<file path="src/rtl/key_event_decoder_if.sv">
// Key level in, gesture events out: the link between key_debounce and led_ctl.
// The decoder side is the master (it produces the events).
interface key_event_decoder_if;
   logic key_down;
   logic click_pulse;
   logic dbl_pulse;
   logic long_pulse;
   logic rpt_pulse;
   logic busy;

   modport master (
      input  key_down,
      output click_pulse, dbl_pulse, long_pulse, rpt_pulse, busy
   );

   modport slave (
      output key_down,
      input  click_pulse, dbl_pulse, long_pulse, rpt_pulse, busy
   );
endinterface

</file>
<file path="src/rtl/key_event_decoder.sv">
// Classifies a debounced key level into one-cycle click, double-click,
// long-press and auto-repeat events; all outputs are registered.
module key_event_decoder #(
   parameter int LONG_CNT    = 50_000_000,
   parameter int DBL_GAP_CNT = 15_000_000,
   parameter int REPEAT_CNT  = 10_000_000,
   parameter int CNT_W       = 26
) (
   input  logic                sclk,
   input  logic                s_rst,
   key_event_decoder_if.master kif
);

   typedef enum logic [2:0] {
      IDLE   = 3'd0,
      PRESS1 = 3'd1,
      HOLD   = 3'd2,
      WAIT2  = 3'd3,
      PRESS2 = 3'd4
   } state_t;

   localparam logic [CNT_W-1:0] LONG_LAST = CNT_W'(LONG_CNT - 1);
   localparam logic [CNT_W-1:0] GAP_LAST  = CNT_W'(DBL_GAP_CNT - 1);
   localparam logic [CNT_W-1:0] RPT_LAST  = CNT_W'(REPEAT_CNT - 1);

   state_t           state_r;
   logic [CNT_W-1:0] cnt_r;
   logic             key_d_r;
   logic             click_r;
   logic             dbl_r;
   logic             long_r;
   logic             rpt_r;
   logic             busy_r;
   logic             rise_s;

   assign rise_s          = kif.key_down & ~key_d_r;
   assign kif.click_pulse = click_r;
   assign kif.dbl_pulse   = dbl_r;
   assign kif.long_pulse  = long_r;
   assign kif.rpt_pulse   = rpt_r;
   assign kif.busy        = busy_r;

   // Gesture FSM: state, shared counter, edge-detect copy and event outputs.
   always_ff @(posedge sclk) begin
      if (s_rst) begin
         state_r <= IDLE;
         cnt_r   <= {CNT_W{1'b0}};
         key_d_r <= 1'b1;   // a key held through reset must be released first
         click_r <= 1'b0;
         dbl_r   <= 1'b0;
         long_r  <= 1'b0;
         rpt_r   <= 1'b0;
         busy_r  <= 1'b0;
      end else begin
         key_d_r <= kif.key_down;
         click_r <= 1'b0;
         dbl_r   <= 1'b0;
         long_r  <= 1'b0;
         rpt_r   <= 1'b0;
         case (state_r)
            IDLE: begin
               if (rise_s) begin
                  state_r <= PRESS1;
                  cnt_r   <= {CNT_W{1'b0}};
                  busy_r  <= 1'b1;
               end else begin
                  busy_r  <= 1'b0;
               end
            end
            PRESS1: begin
               busy_r <= 1'b1;
               // release is tested first so it beats the long-press terminal count
               if (!kif.key_down) begin
                  state_r <= WAIT2;
                  cnt_r   <= {CNT_W{1'b0}};
               end else if (cnt_r == LONG_LAST) begin
                  long_r  <= 1'b1;
                  state_r <= HOLD;
                  cnt_r   <= {CNT_W{1'b0}};
               end else begin
                  cnt_r   <= cnt_r + CNT_W'(1);
               end
            end
            HOLD: begin
               if (!kif.key_down) begin
                  state_r <= IDLE;
                  cnt_r   <= {CNT_W{1'b0}};
                  busy_r  <= 1'b0;
               end else if (cnt_r == RPT_LAST) begin
                  rpt_r   <= 1'b1;
                  cnt_r   <= {CNT_W{1'b0}};
                  busy_r  <= 1'b1;
               end else begin
                  cnt_r   <= cnt_r + CNT_W'(1);
                  busy_r  <= 1'b1;
               end
            end
            WAIT2: begin
               if (kif.key_down) begin
                  state_r <= PRESS2;
                  cnt_r   <= {CNT_W{1'b0}};
                  busy_r  <= 1'b1;
               end else if (cnt_r == GAP_LAST) begin
                  click_r <= 1'b1;
                  state_r <= IDLE;
                  cnt_r   <= {CNT_W{1'b0}};
                  busy_r  <= 1'b0;
               end else begin
                  cnt_r   <= cnt_r + CNT_W'(1);
                  busy_r  <= 1'b1;
               end
            end
            PRESS2: begin
               if (!kif.key_down) begin
                  dbl_r   <= 1'b1;
                  state_r <= IDLE;
                  cnt_r   <= {CNT_W{1'b0}};
                  busy_r  <= 1'b0;
               end else begin
                  busy_r  <= 1'b1;
               end
            end
            default: begin
               state_r <= IDLE;
               cnt_r   <= {CNT_W{1'b0}};
               busy_r  <= 1'b0;
            end
         endcase
      end
   end

endmodule

</file>
<file path="src/flat_wrapper.sv">
// flat-port wrapper written by rule: the top's interface ports become plain ports
module key_event_decoder_flat 
#(
   parameter int LONG_CNT    = 50_000_000,
   parameter int DBL_GAP_CNT = 15_000_000,
   parameter int REPEAT_CNT  = 10_000_000,
   parameter int CNT_W       = 26
)
  (sclk, s_rst, kif_key_down, kif_click_pulse, kif_dbl_pulse, kif_long_pulse, kif_rpt_pulse, kif_busy);
  key_event_decoder_if kif_i ();
  input  logic sclk;
  input  logic s_rst;
  input wire logic [$bits(kif_i.key_down)-1:0] kif_key_down;
  output wire logic [$bits(kif_i.click_pulse)-1:0] kif_click_pulse;
  output wire logic [$bits(kif_i.dbl_pulse)-1:0] kif_dbl_pulse;
  output wire logic [$bits(kif_i.long_pulse)-1:0] kif_long_pulse;
  output wire logic [$bits(kif_i.rpt_pulse)-1:0] kif_rpt_pulse;
  output wire logic [$bits(kif_i.busy)-1:0] kif_busy;
  assign kif_i.key_down = kif_key_down;
  assign kif_click_pulse = kif_i.click_pulse;
  assign kif_dbl_pulse = kif_i.dbl_pulse;
  assign kif_long_pulse = kif_i.long_pulse;
  assign kif_rpt_pulse = kif_i.rpt_pulse;
  assign kif_busy = kif_i.busy;
  key_event_decoder #(.LONG_CNT(LONG_CNT), .DBL_GAP_CNT(DBL_GAP_CNT), .REPEAT_CNT(REPEAT_CNT), .CNT_W(CNT_W)) u_core (.sclk(sclk), .s_rst(s_rst), .kif(kif_i));
endmodule
</file>
<file path="config.mk">
export PLATFORM = sky130hd
export DESIGN_NAME = key_event_decoder_flat
export DESIGN_NICKNAME = d
export VERILOG_FILES = /design/src/rtl/key_event_decoder_if.sv /design/src/rtl/key_event_decoder.sv /design/src/flat_wrapper.sv
export SDC_FILE = /design/constraint.sdc
export NUM_CORES = 1
export LEC_CHECK = 0
export ABC_CLOCK_PERIOD_IN_PS = 1850
export CAP_MARGIN = 20
export CORE_MARGIN = 2
export CORE_UTILIZATION = 50
export CTS_CLUSTER_DIAMETER = 80
export DETAILED_ROUTE_END_ITERATION = 8
export PLACE_DENSITY_LB_ADDON = 0.05
export SYNTH_ARGS = -nofsm -noshare
export SYNTH_HDL_FRONTEND = slang
export SYNTH_SLANG_ARGS = --single-unit
</file>
<file path="constraint.sdc">
create_clock -name sclk -period 1.85 [get_ports sclk]
set_input_delay 0.37 -clock sclk [delete_from_list [all_inputs] [get_ports sclk]]
set_output_delay 0.37 -clock sclk [all_outputs]
set_load 0.05 [all_outputs]
</file>
==> summary.txt, run 1 <==
Drt
  – Drt drc: 0
  – Routed wire per std cell: roughly 18 um
  – Routed Antenna Nets: 0
  – DR iter-0 viols: roughly 130
  – Post-DR vias/cell: roughly 6.1
  – Post-Route WL: 5.77 mm
  – Vias: 1937
  – Initial DRT Pass Iterations: 4

Global route
  – Largest net degree at the start of global routing: 15
  – Tot GR Track Use: about a quarter
  – First-pass GRT wire length: slightly above 9 mm
  – Final global-route overflow total: 0
  – Vias in the first global route: ~1900
  – Initial antenna violation count: 0

Timing
  – Slew Limit Headroom: between 60% and 70%
  – Max Fclk: roughly 500 MHz
  – Worst slew pin tran: a little over 0.5 ns
  – Setup_tns: -2.93 ns
  – RSZ-0062 raised after global routing: true
  – Final Hold Viols: 0
  – Final setup vio count: 27
  – Pins Over Slew Limit: 0
  – Tcrit/Tclk final: 108%
  – Worst Clk Skew: 0.00334 ns
  – Fin crit period: around 2 ns
  – Setup WS post-layout: -0.143 ns

Setup path
  – Maximum fanout along the worst path: 9
  – Critical path's slowest cell: or3_4
  – Most frequent CP cell: buf_12
  – CP Data Required Time: a little over 2 ns
  – Crit path capture type: flop
  – Critical path type: flop to flop
  – Biggest cell delay along the critical path: about 0.40 ns
  – CP delay by family, top: simple AND/OR/NAND/NOR gates
  – CP cell instances: or3_4 > nor4_4 > buf_4 > a41oi_2 > a21oi_4 > buf_12 > buf_12 > a211oi_1
  – Startpoint Class: flop
  – Worst path bufs/invs: 3
  – Crit path DAT: roughly 2.2 ns

Floorplanning
  – Rows: 23
  – Core Footprint: ~0.0040 mm^2
  – IO Count: 8
  – Initial core utilization: 51.8%
  – Die area: approximately 0.0046 mm^2
  – Die Y: 68.1 um
  – Die boundary width: slightly below 70 um

Clocking
  – CTS buffer count: 5
  – Clock tree from TritonCTS: yes
  – CTS root buf: clkbuf_8
  – # clock sinks: 35
  – Clock Latency Late Sink: approximately 0.29 ns
  – Cts hold-fix bufs: 0
  – Clk slew on worst S/H paths: ~0.07 ns
  – Clock Tree Buf Depth: 2
  – CTS H-Tree Depth: 2

Synthesis
  – Cells after Synth: about 210
  – Ranking of synthesized cells by area: dfxtp_1 (34%), a211oi_2 (6.1%), xor2_1 (6.0%)
  – Avg Inst Size Synth: slightly below 10 um^2
  – Async S/R FF share, synth: 0%
  – Yosys reg bits: 35
  – Ys Warns: 0
  – Syn nets: 218
  – Top-area cell type share of the netlist area: between 30% and 40%
  – Synth Cell Area: 0.00206 mm^2
  – Post-synth top flop: dfxtp_1
  – Library cells used by synthesis: 51
  – Sequential area share after synthesis: between 30% and 40%
  – Cell taking the most area after synthesis: dfxtp_1
  – EDFF count, synth: 0

Run status
  – Failing checks: setup timing
  – Status: finished, violations left

Pwr
  – Peak VDD IR: roughly 0.40 mV
  – PwrDens: approximately 570 mW/mm^2
  – Leak: about 0.93 nW

Placed design
  – I/O Buffers: 7
  – Placed cell areas: around 0.0024 mm^2
  – Gpl congestion: approximately 0.9
  – Dpl ws: -0.494 ns
  – DP HPWL: just under 4 mm

Final layout
  – Synth-to-layout area growth: 33.9%
  – Antenna Cells: 0
  – Fillers: 322
  – Fin area: approximately 0.0028 mm^2
  – Fraction of layout cells with a size suffix above 1: 38.1%
  – Layout net count: about 270

Job
  – Max-cap viol count: 0

Hold path
  – HP Class: flop to flop
[metrics by stage]
step	cells	util (%)	power, mW	hold WS, ns
4_1_cts	314	68.0	1.58	0.592
3_5_place_dp	296	61.7	0.986	0.576
3_3_place_gp	296	61.7	0.980	0.585
5_1_grt	315	69.3	1.64	0.617
6_report	315	69.3	1.58	0.600
2_1_floorplan	214	-	0.918	0.499
[worst reg2reg max path: cells and delay by family, from the launching register on]
family / cells / cell delay [ns]
AND/OR/NAND/NOR: 2 / 0.73
AO/OA/AOI/OAI: 3 / 0.39
flip-flops: 1 / 0.32
buffers and inverters: 3 / 0.45
[routing by layer]
layer / vias up / global-route usage (%) / routed length, um
li1: 920 / - / -
met1: 920 / 33.6 / 2480
met2: 79 / 43.7 / 2780
met3: 18 / 6.25 / 357
met4: 0 / 11.5 / 153
met5: - / 0 / 0
[registers in the layout (all words and copies together), names as in the netlist]
name,cells
u_core.kif.rpt_pulse,1
u_core.key_d_r,1
u_core.kif.busy,1
u_core.kif.dbl_pulse,1
u_core.state_r,3
u_core.cnt_r,26
u_core.kif.long_pulse,1
u_core.kif.click_pulse,1
[cell families (layout without fill, tap and decap cells)]
kind of cell	Yosys count	in the layout	synth area share, %
AND/OR/NAND/NOR	101	101	32.0
AO/OA/AOI/OAI	39	39	17.5
flip-flops	35	35	34.1
XOR/XNOR	23	23	9.80
buffers and inverters	14	65	5.54
adder cells (fa/ha/maj)	1	1	0.609
multiplexers	1	1	0.487
[layout by cell type (no fill, tap or decap), drive strengths merged]
cell type and instances:
buf 49, dfxtp 35, a211oi 25, nand2 20, xor2 14, nand3 12
nor2 10, xnor2 9, nand4 8, nor3 8, nor4 8, clkbuf 8
clkdlybuf4s50 6, and4 5, nand4b 4, and3 4, or3 4, a21oi 4
nor3b 3, nand2b 3, a41oi 3, and4bb 2, nand3b 2, or2 2
nor4bb 2, a2111oi 2, and4b 1, nor2b 1, or3b 1, o311a 1
mux2i 1, a211o 1, a31oi 1, nor4b 1, o21bai 1, a221oi 1
ha 1, clkinv 1, dlygate4sd2 1
[Yosys cell counts (all sizes together), types with 2 or more instances]
master	n
xor2	14
a21oi	4
a2111oi	2
nor3b	3
dfxtp	35
nand3	12
nor4	8
nand3b	2
nand4	8
nor2	10
a211oi	25
nand4b	4
and4bb	2
and4	5
and3	4
nand2	20
xnor2	9
buf	10
clkbuf	3
or3	4
nand2b	3
or2	2
a41oi	3
nor3	8
nor4bb	2
[power by group]
group          internal, mW  switching (mW)  leakage [nW]
clock                 0.264           0.274        0.0422
combinational         0.130           0.139         0.605
sequential            0.763         0.00660         0.286
total                  1.16           0.420         0.933
[area by class of cell]
type | count | area [um^2] | area share, %
sequential | 35 | 709 | 25.8
timing repair buffer | 57 | 559 | 20.3
clock inverter | 1 | 5.00 | 0.182
multi-input combinational | 165 | 1340 | 48.7
tap | 50 | 62.6 | 2.27
clock buffer | 7 | 76.3 | 2.77
[final timing paths]
kind	start	to	slack, ns	depth (start not counted)
setup / recovery	u_core.cnt_r[11]	u_core.cnt_r[13]	-0.14	8
hold reg to reg	u_core.cnt_r[8]	u_core.cnt_r[8]	0.60	2
setup reg to reg	u_core.cnt_r[11]	u_core.cnt_r[13]	-0.14	8
hold / removal	u_core.cnt_r[8]	u_core.cnt_r[8]	0.60	2
[repair_timing]
action                                 4_1_cts  5_1_grt
endpoints found under the hold margin        0        0
buffers inserted                             8        1
pin swaps                                    5        4
cloned                                       2        1
setup endpoints to repair                   27       28
gates resized for setup                     11       10
No activity file was read; power rests on OpenSTA's default activity.
==> run 2: changes to the inputs <==
Settings changed: MAX_ROUTING_LAYER set to met4, SETUP_SLACK_MARGIN set to 0.5.
==> run 2 against run 1 <==
- the run still ends with setup timing left
- via count increased by 5.0%
- critical path depth stayed put
- clock skew barely moved
- die area stayed put
- core utilization grew 7.9 points
- critical path type unchanged
- critical endpoint is now u_core.cnt_r[1]
==> summary.txt, run 2 (same netlist as run 1, synthesis figures left out) <==
Floorplanning
  – Core Footprint: ~0.0040 mm^2
  – IO Count: 8
  – Die Y: 68.1 um
  – Rows: 23
  – Die boundary width: 68.1 um
  – Initial core utilization: 51.8%
  – Die area: 0.00464 mm^2

Pwr
  – Sequential cell fraction of total power: ~45%
  – Leak: ~1.1 nW
  – Switching Share: 26.1%
  – PwrDens: 552 mW/mm^2
  – Switching pwr: 0.441 mW
  – Gate power share: approximately 18%
  – Clk pwr share: a little under two fifths
  – Total power: about 1.7 mW
  – Internal power: ~1.3 mW
  – Peak VDD IR: between 0.4 and 0.5 mV

Final layout
  – Biggest regs: u_core.cnt_r: 26 flops, u_core.state_r: 3 flops
  – Max FFs per register: 26
  – Reg area: 717 um^2
  – Synth-to-layout area growth: 49.1%
  – Most frequent cells in the layout: buf_4 (57), dfxtp_1 (24), a211oi_2 (22)
  – Fillers: about 260
  – Layout net count: ~290
  – Fraction of layout cells with a size suffix above 1: 54.0%
  – Most common cell after layout, fill and taps aside: buf_4
  – Multi-input logic area: approximately 0.0015 mm^2
  – Reg with most FFs: u_core.cnt_r
  – Antenna Cells: 0

Drt
  – Routed wire per std cell: approximately 18 um
  – Initial DRT Pass Iterations: 4
  – DR iter-0 viols: around 150
  – Routed Antenna Nets: 0
  – Vias: around 2000
  – Post-DR vias/cell: 6.00
  – Drt drc: 0
  – Post-Route WL: 6.23 mm

Setup path
  – CP startpoint: u_core.cnt_r[8]
  – Startpoint Class: flop
  – Maximum fanout along the worst path: 6
  – Crit path capture type: flop
  – Worst reg2reg path endpoint: u_core.cnt_r[1]
  – Critical path type: flop to flop
  – CP Data Required Time: about 2 ns
  – Worst reg-to-reg path cell count: 8
  – Crit path DAT: around 2.2 ns
  – Reg-to-reg slack, setup: -0.14 ns
  – RR Startpoint: u_core.cnt_r[8]

Global route
  – Met2 Resource Use GR: roughly 50%
  – Vias in the first global route: 2017
  – Final global-route overflow total: 0
  – Met3 Use GR: roughly 6%
  – Initial antenna violation count: 0
  – Met1 Use GR: 33.9%
  – Tot GR Track Use: 29.2%
  – First-pass GRT wire length: approximately 9.7 mm
  – GRT busiest layer: met2
  – Largest net degree at the start of global routing: 19

Placed design
  – Gpl congestion: 0.888
  – DP HPWL: around 4.2 mm
  – I/O Buffers: 7
  – Dpl ws: -0.467 ns

Job
  – Max-cap viol count: 0

Clocking
  – Clk slew on worst S/H paths: roughly 0.070 ns
  – Cts hold-fix bufs: 0
  – CTS buffer count: 5
  – Clock tree from TritonCTS: yes
  – # clock sinks: 35
  – Clock Tree Buf Depth: 2
  – Clock Latency Late Sink: approximately 0.3 ns
  – CTS H-Tree Depth: 2
  – CTS root buf: clkbuf_8

Hold path
  – Hold endpoint: u_core.kif.long_pulse
  – Min-delay src: u_core.state_r[0]
  – Worst Hold Depth: 3
  – HP Class: flop to flop

Timing
  – Setup WS post-layout: -0.140 ns
  – Slew Limit Headroom: a little over two thirds
  – Setup_tns: -3.18 ns
  – Fin crit period: 1.99 ns
  – Tcrit/Tclk final: 108%
  – Worst Clk Skew: 0.00384 ns
  – Hold_ws: around 0.6 ns
  – Final setup vio count: 27
  – Worst slew pin tran: roughly 0.46 ns
  – RSZ-0062 raised after global routing: true
  – Final Hold Viols: 0
  – Pins Over Slew Limit: 0
  – Max Fclk: ~500 MHz

Run status
  – Status: finished, violations left
  – Failing checks: setup timing
-- run 2: stage by stage --
stage,area (um^2),std cells,utilization [%]
final,3070,339,77.2
after global routing,3070,339,77.2
after floorplan,2160,214,-
after detailed placement,2690,321,67.8
after CTS,3030,339,76.3
after global placement,2690,321,67.8
-- run 2: power by group through the flow --
stage / Combinational [mW] / Clock, mW / Sequential, mW
global placement: 0.230 / 0 / 0.787
detailed placement: 0.236 / 0 / 0.787
CTS: 0.290 / 0.637 / 0.768
floorplan: 0.136 / 0 / 0.792
global route: 0.318 / 0.658 / 0.769
finish: 0.299 / 0.626 / 0.768
-- run 2: worst max-delay path, cell delays in order (launching register included) --
cell and delay (ns):
dfxtp_2 0.32, or3_4 0.40, nor4_4 0.37, buf_4 0.19
a41oi_4 0.09, nor2_4 0.16, buf_6 0.14, buf_12 0.11
a211oi_2 0.06
-- run 2: worst max path at each step --
stage / end / slack, ns / cells past startpoint
4_1_cts: u_core.cnt_r[1] / -0.12 / 8
6_report: u_core.cnt_r[1] / -0.14 / 8
3_5_place_dp: u_core.cnt_r[20] / -0.47 / 7
5_1_grt: u_core.cnt_r[20] / -0.22 / 6
2_1_floorplan: u_core.cnt_r[0] / -0.01 / 6
3_3_place_gp: u_core.cnt_r[6] / -0.39 / 6
-- run 2: final cells by class --
type / instances / area share, %
well taps: 50 / 2.04
repair buffers: 81 / 23.0
clock buffers: 8 / 3.27
multi-input cells: 165 / 48.3
flip-flops and latches: 35 / 23.4
-- run 2: per-layer routing --
| metal | routed length, um | share of wire [%] | up-vias |
|---|---|---|---|
| li1 | - | - | 963 |
| met1 | 2600 | 42 | 995 |
| met2 | 3240 | 52 | 62 |
| met3 | 265 | 4.3 | 14 |
| met4 | 127 | 2.0 | 0 |
| met5 | 0 | 0 | - |
-- run 2: timing repair --
item / CTS / global route
pin swaps: 25 / 7
buffers inserted: 9 / 0
resized for setup: 55 / 19
cloned: 1 / 0
endpoints found under the setup margin: 37 / 36
==> run 3: changes to the inputs <==
Settings changed: CORE_ASPECT_RATIO set to 1.4.
==> run 3 against run 2 <==
- the run still ends with setup timing left
- worst setup slack better by 0.016 ns
- routed wire length increased by 3.5%
- cell count down 5.0%
- core utilization down 2.2 points
- worst hold slack got worse by 0.086 ns
- critical path depth unchanged
- sequential share of layout area increased by 0.76 points
- sequential power hardly changed
==> summary.txt, run 3 (same netlist as run 1, synthesis figures left out) <==
Run status
  – Status: finished, violations left
  – Failing checks: setup timing

Setup path
  – CP startpoint: u_core.cnt_r[18]
  – RR Startpoint: u_core.cnt_r[18]
  – Startpoint Class: flop
  – Worst reg2reg path endpoint: u_core.cnt_r[12]
  – Crit path DAT: approximately 2.2 ns
  – Critical path type: flop to flop
  – Maximum fanout along the worst path: 5
  – Worst reg-to-reg path cell count: 8
  – Biggest cell delay along the critical path: a little over 0.4 ns
  – Crit path capture type: flop
  – Critical path's slowest cell: or3_4
  – CP Data Required Time: about 2 ns
  – Reg-to-reg slack, setup: -0.12 ns
  – CP cell instances: or3_4 > nor4_4 > buf_4 > a41oi_2 > nor2_4 > buf_6 > clkbuf_16 > a211oi_2
  – CP Capture Point: u_core.cnt_r[12]

Floorplanning
  – Die Y: between 70 and 80 um
  – Die boundary width: a little under 60 um
  – Rows: 27
  – IO Count: 8
  – Die area: ~0.0046 mm^2
  – Initial core utilization: between 50% and 60%
  – Core Footprint: 0.00395 mm^2

Drt
  – Post-Route WL: between 6 and 7 mm
  – Initial DRT Pass Iterations: 4
  – Routed wire per std cell: roughly 20 um
  – Drt drc: 0
  – Routed Antenna Nets: 0
  – Vias: between 2000 and 2500
  – DR iter-0 viols: about 130
  – Post-DR vias/cell: roughly 6.2

Timing
  – Max Fclk: 507 MHz
  – Hold_ws: 0.529 ns
  – Fin crit period: approximately 2 ns
  – Worst slew pin tran: ~0.39 ns
  – Setup WS post-layout: -0.124 ns
  – Worst Clk Skew: around 0.012 ns
  – Pins Over Slew Limit: 0
  – RSZ-0062 raised after global routing: true
  – Setup_tns: -2.29 ns
  – Slew Limit Headroom: between 70% and 80%
  – Final setup vio count: 27
  – Final Hold Viols: 0
  – Tcrit/Tclk final: 107%

Final layout
  – Biggest regs: u_core.cnt_r: 26 flops, u_core.state_r: 3 flops
  – Most frequent cells in the layout: buf_4 (48), dfxtp_1 (25), nand2_1 (19), a211oi_2 (19), xor2_1 (14)
  – Fillers: roughly 270
  – Multi-input logic area: 0.00144 mm^2
  – Antenna Cells: 0
  – Layout net count: roughly 280
  – Synth-to-layout area growth: 44.2%
  – Non-Filler Instances: around 320
  – Reg with most FFs: u_core.cnt_r
  – Most common cell after layout, fill and taps aside: buf_4
  – Reg area: between 700 and 800 um^2
  – Max FFs per register: 26
  – Fraction of layout cells with a size suffix above 1: ~49%

Clocking
  – Clock Tree Buf Depth: 2
  – Clock Latency Late Sink: ~0.29 ns
  – CTS H-Tree Depth: 2
  – Clk slew on worst S/H paths: 0.08 ns
  – CTS root buf: clkbuf_8
  – CTS buffer count: 5
  – # clock sinks: 35
  – Clock tree from TritonCTS: yes

Global route
  – Largest net degree at the start of global routing: 18
  – Initial antenna violation count: 0
  – Tot GR Track Use: 30.0%
  – Vias in the first global route: 2134
  – First-pass GRT wire length: slightly above 10 mm
  – Final global-route overflow total: 0

Placed design
  – Gpl congestion: roughly 0.87
  – I/O Buffers: 7
  – DP HPWL: about 4.1 mm
  – Placed cells: ~300
  – Dpl ws: -0.511 ns

Hold path
  – HP Class: flop to flop

Pwr
  – Total power: 1.62 mW
  – Leak: 1.04 nW
  – Peak VDD IR: a little over 0.6 mV
  – PwrDens: about 550 mW/mm^2

Job
  – Max-cap viol count: 0
[run 3: cell count changes in the layout (fill, tap and decap cells not counted), sizes merged]
cell           delta
clkinv            +1
buf              -15
nor3              +1
clkbuf            +2
dlygate4sd2       -1
clkdlybuf4s18     +2
[run 3: layout make-up]
class,instances,share of cell area (%)
flip-flops and latches,35,24.1
clock inverters,1,0.169
multi-input cells,166,48.5
well taps,43,1.82
repair buffers,70,22.8
clock buffers,7,2.57
[run 3: what timing repair did]
item / 4_1_cts / 5_1_grt
gates cloned: 3 / 2
gates resized for setup: 39 / 20
setup buffers: 10 / 1
pin swaps: 9 / 6
endpoints found under the setup margin: 37 / 37
hold buffers: 0 / 0
[run 3: stage by stage]
| stage | instance area (um^2) | utilization [%] |
|---|---|---|
| floorplan | 2160 | - |
| global placement | 2560 | 64.9 |
| detailed placement | 2560 | 64.9 |
| CTS | 2890 | 73.1 |
| global route | 2960 | 75.0 |
| finish | 2960 | 75.0 |
[run 3: worst min-delay path by stage]
| stage | from | endpoint | slack, ns | cells past startpoint |
|---|---|---|---|---|
| floorplan | s_rst | u_core.key_d_r | 0.50 | 1 |
| global placement | u_core.state_r[1] | u_core.kif.busy | 0.58 | 1 |
| detailed placement | u_core.state_r[1] | u_core.kif.busy | 0.57 | 1 |
| CTS | u_core.state_r[1] | u_core.kif.busy | 0.59 | 1 |
| global route | u_core.state_r[1] | u_core.kif.busy | 0.55 | 1 |
| finish | u_core.state_r[1] | u_core.kif.busy | 0.53 | 1 |
[run 3: worst max-delay path, delay by kind of cell, from the launching register on]
kind,cells,cell delay [ns]
buf+inv,3,0.46
simple gates,3,0.92
compound gates,2,0.18
flops,1,0.31
[run 3: where the power goes]
group          switching, mW  internal [mW]
Clock                  0.277          0.264
Combinational          0.155          0.155
Sequential           0.00846          0.761
[run 3: routing by layer]
metal | up-vias | routed length (um) | part of all wire, % | GRT usage, %
li1 | 947 | - | - | -
met1 | 968 | 2480 | 38 | 31.4
met2 | 68 | 3450 | 54 | 55.6
met3 | 20 | 314 | 4.9 | 5.19
met4 | 0 | 201 | 3.1 | 9.77
met5 | - | 0 | 0 | -
